### config.mk
export PLATFORM = sky130hd
export DESIGN_NAME = sync_fifo
export DESIGN_NICKNAME = d
export VERILOG_FILES = /design/src/rtl/sync_fifo.sv
export SDC_FILE = /design/constraint.sdc
export NUM_CORES = 1
export LEC_CHECK = 0
export CAP_MARGIN = 30
export CORE_MARGIN = 5
export CORE_UTILIZATION = 50
export DETAILED_ROUTE_END_ITERATION = 7
export PLACE_DENSITY = 0.72
export REMOVE_ABC_BUFFERS = 1
export SYNTH_ARGS = -nofsm -noshare
export SYNTH_HDL_FRONTEND = slang
export SYNTH_SLANG_ARGS = --single-unit
### constraint.sdc
create_clock -name clk -period 6.5 [get_ports clk]
set_input_delay 1.3 -clock clk [delete_from_list [all_inputs] [get_ports clk]]
set_output_delay 1.3 -clock clk [all_outputs]
set_load 0.02 [all_outputs]
### src/rtl/sync_fifo.sv
// Single-clock FIFO with registered read data, occupancy count and
// one-cycle overflow/underflow pulses for rejected requests.
module sync_fifo #(
   parameter int WIDTH = 4,
   parameter int DEPTH = 8,
   localparam int AW = $clog2(DEPTH)
) (
   input  logic             clk,
   input  logic             rstn,
   input  logic             push,
   input  logic             pop,
   input  logic [WIDTH-1:0] din,
   output logic [WIDTH-1:0] dout,
   output logic             dout_valid,
   output logic             empty,
   output logic             full,
   output logic [AW:0]      count,
   output logic             overflow,
   output logic             underflow
);

   localparam logic [AW:0] FULL_COUNT = (AW+1)'(DEPTH);

   logic [WIDTH-1:0] mem [DEPTH];
   logic [AW-1:0]    wr_ptr;
   logic [AW-1:0]    rd_ptr;
   logic [AW:0]      count_reg;
   logic             pop_ok;
   logic             push_ok;

   // A pop accepted while full frees the slot the same-cycle push lands in.
   assign pop_ok  = pop & (count_reg != '0);
   assign push_ok = push & ((count_reg != FULL_COUNT) | pop_ok);

   assign count = count_reg;
   assign empty = (count_reg == '0);
   assign full  = (count_reg == FULL_COUNT);

   // Storage is kept out of reset so it can map onto block RAM.
   always_ff @(posedge clk) begin
      if (rstn && push_ok) begin
         mem[wr_ptr] <= din;
      end
   end

   always_ff @(posedge clk) begin
      if (!rstn) begin
         wr_ptr     <= '0;
         rd_ptr     <= '0;
         count_reg  <= '0;
         dout       <= '0;
         dout_valid <= 1'b0;
         overflow   <= 1'b0;
         underflow  <= 1'b0;
      end else begin
         if (push_ok) begin
            wr_ptr <= wr_ptr + 1'b1;
         end
         if (pop_ok) begin
            dout   <= mem[rd_ptr];
            rd_ptr <= rd_ptr + 1'b1;
         end
         dout_valid <= pop_ok;
         count_reg  <= count_reg + {{AW{1'b0}}, push_ok} - {{AW{1'b0}}, pop_ok};
         overflow   <= push & ~push_ok;
         underflow  <= pop & ~pop_ok;
      end
   end

endmodule

==> run_results.csv <==
group,metric,value,unit
die,core,4030,um2
routing,wl_met2,1660,um
synth,async_reset_ff_share,0,%
grt,grt_pass1_wl,5880,um
final_layout,antenna_cells,0,
critical_path,critPathKind,"flop to output port",
cts,clk_pin_slew,80,ps
final_layout,mostFrequentLayoutCell,"edfxtp_1",
sta,fmax,295,MHz
die,initial_core_util,51.8,%
sta,worst_clock_skew,4.15,ps
grt,antenna_found_initial,0,
sta,worstMarginPinSlew,949,ps
final_layout,syn_to_final_growth,16.4,%
routing,drt_pass1_iterations,4,
synth,synth_area_leaders,"edfxtp_1 (46%), dfxtp_1 (16%), mux2i_1 (4.8%), ha_1 (4.2%), mux2_2 (3.2%)",
synth,postSynthCellCount,156,
hold_path,hp-class,"flop to flop",
run,drv_cap,0,
cts,cts-root-buf,"clkbuf_8",
die,std_cell_rows,23,
cts,cts_resized,0,
die,ios,21,
sta,slew_headroom,36.7,%
critical_path,cpMostUsedCell,"inv_1",
sta,tns,0,ps
final_layout,layout_common_cells,"edfxtp_1 (32), clkdlybuf4s50_1 (20), dfxtp_1 (17)",
status,outcome,"finished, final reports clean",
synth,ys.flop_type,"edfxtp_1",
placed_design,place_area,2320,um2
power,p_total,0.937,mW
critical_path,critPathLaunchType,"flop",
power,p_per_area,386,nW/um2
placed_design,dp_hpwl,2690,um
power,ir_drop,162,uV
cts,cts_buffer_depth,2,
sta,hold_violations,0,
grt,first_global_vias,1188,
final_layout,nets,193,
sta,period_minus_slack,3390,ps
critical_path,cp.arrival,2090,ps
synth,synth_top_area_share,46.1,%
final_layout,largest_register_ffs,32,
placed_design,portBuffers,20,
placed_design,gp_congestion,0.772,
synth,synth-seq-area-share,62.4,%
cts,clock_sinks,49,
critical_path,r2r_slack,4010,ps
sta,period_share,52.1,%
sta,finalSetupViolCount,0,
routing,routed-via-count,1205,
final_layout,fin_area,2430,um2
final_layout,drive_above_1_share,9.55,%
routing,drt-total-wl,3540,um
die,die_h,74.6,um
routing,m1WireLength,1670,um
cts,cts_tree,"done",
cts,hold_buffers,0,
critical_path,reg2reg_from,"count[2]$_SDFF_PN0_",
critical_path,required,5200,ps
cts,htree_levels,2,
die,fp.dieW,74.6,um
critical_path,cp_slowest_cell,"clkdlybuf4s50_1",
routing,routed-wl-met3,139,um
critical_path,critPathLaunch,"count[2]$_SDFF_PN0_",
grt,grt_max_degree,21,
sta,finalMaxSlewViolations,0,
routing,post-route-drc-count,0,
routing,wl_per_cell,15.5,um
routing,antenna_left,0,
sta,grt_setup_unrepaired,"no",
grt,gr-total-overflow,0,
critical_path,cp_max_fo,5,
critical_path,path_cells,"inv_1, ha_1, or3b_1, inv_1, clkdlybuf4s50_1",
synth,synth.avg_cell_area,13.4,um2
hold_path,hp-start,"dout[2]$_SDFFE_PN0N_",
power,p_leak,0.863,nW
synth,synth_top_cell_by_area,"edfxtp_1",
critical_path,slowest_delay,610,ps
synth,synth-seq-cells,49,
synth,synth_edf_count,32,
critical_path,critPathCaptureType,"output port",
critical_path,critPathBufInv,3,
die,fp.dieArea,5560,um2
synth,yosys_warnings,0,
cts,cts_setup_buffers,0,
cts,numCtsBuffers,5,
synth,yosys.cell_types.count,36,
routing,vias_per_cell,5.29,
synth,syn_area,2090,um2
routing,drtIter0Drc,53,
cts,insertion_delay,290,ps
critical_path,crit_family,"buffers and inverters",
routing,dr.max_layer_used,"met4",
grt,grt.total_usage,14.7,%
==> synthesized netlist by cell type, drive strengths merged, types with 2 or more instances <==
| cell | instances |
|---|---|
| mux2i | 10 |
| nand2 | 5 |
| nor2b | 5 |
| edfxtp | 32 |
| or3b | 2 |
| a22o | 3 |
| mux2 | 6 |
| nor3 | 3 |
| buf | 3 |
| dfxtp | 17 |
| ha | 7 |
| inv | 8 |
| o21ai | 2 |
| o31ai | 3 |
| clkbuf | 3 |
| nand2b | 3 |
| xnor2 | 5 |
| o22ai | 3 |
| nor2 | 8 |
| a21oi | 2 |
| nand3 | 6 |
| and2 | 7 |
| a211oi | 3 |
==> area by class of cell <==
type	instances	area [um2]
Fill cell	328	1600
Sequential cell	49	1300
Multi-Input combinational cell	93	723
Timing Repair Buffer	20	200
Clock buffer	6	72.6
Tap cell	50	62.6
Clock inverter	2	38.8
Inverter	8	30.0
==> worst register-to-register path: cells and delay by family (launching register included) <==
family                     cells  cell delay [ps]
adders and majority gates      3              750
and+or+nand+nor                3              790
muxes                          1              210
buffers and inverters          2              180
DFF                            1              320
xor gates and xnor gates       1              130
==> power by group <==
part	leakage [nW]	internal (mW)	switching [mW]
Sequential	0.428	0.368	0.0466
Clock	0.0554	0.115	0.0944
Combinational	0.379	0.158	0.154
Total	0.863	0.642	0.295
==> layer usage <==
metal	vias up	track usage, %
met5	-	0
met4	0	6.13
met3	6	4.59
met2	24	22.4
met1	567	19.5
li1	608	-
==> cell families after synthesis <==
| group | Yosys count | synth area share (%) |
|---|---|---|
| flops | 49 | 62.4 |
| simple gates | 42 | 10.9 |
| compound gates | 21 | 8.04 |
| mux | 16 | 8.04 |
| buf+inv | 14 | 2.94 |
| fa+ha+maj | 8 | 5.16 |
| xor+xnor | 6 | 2.52 |
==> per-stage QoR <==
stage | hold slack [ps] | cells | setup slack, ps | utilization (%)
2_1_floorplan | 488 | 150 | 3810 | -
5_1_grt | 513 | 228 | 2990 | 60.3
6_report | 474 | 228 | 3110 | 60.3
4_1_cts | 481 | 228 | 3100 | 60.3
3_5_place_dp | 470 | 220 | 3060 | 57.5
3_3_place_gp | 472 | 220 | 3120 | 57.5
==> path summary, 6_finish.rpt <==
check / cells after the start / to
worst max-delay path: 5 / empty
worst min-delay path: 2 / dout[2]$_SDFFE_PN0N_
worst max register to register: 10 / count[2]$_SDFF_PN0_
worst min register to register: 2 / dout[2]$_SDFFE_PN0N_
Power figures use the tool's default switching activity.
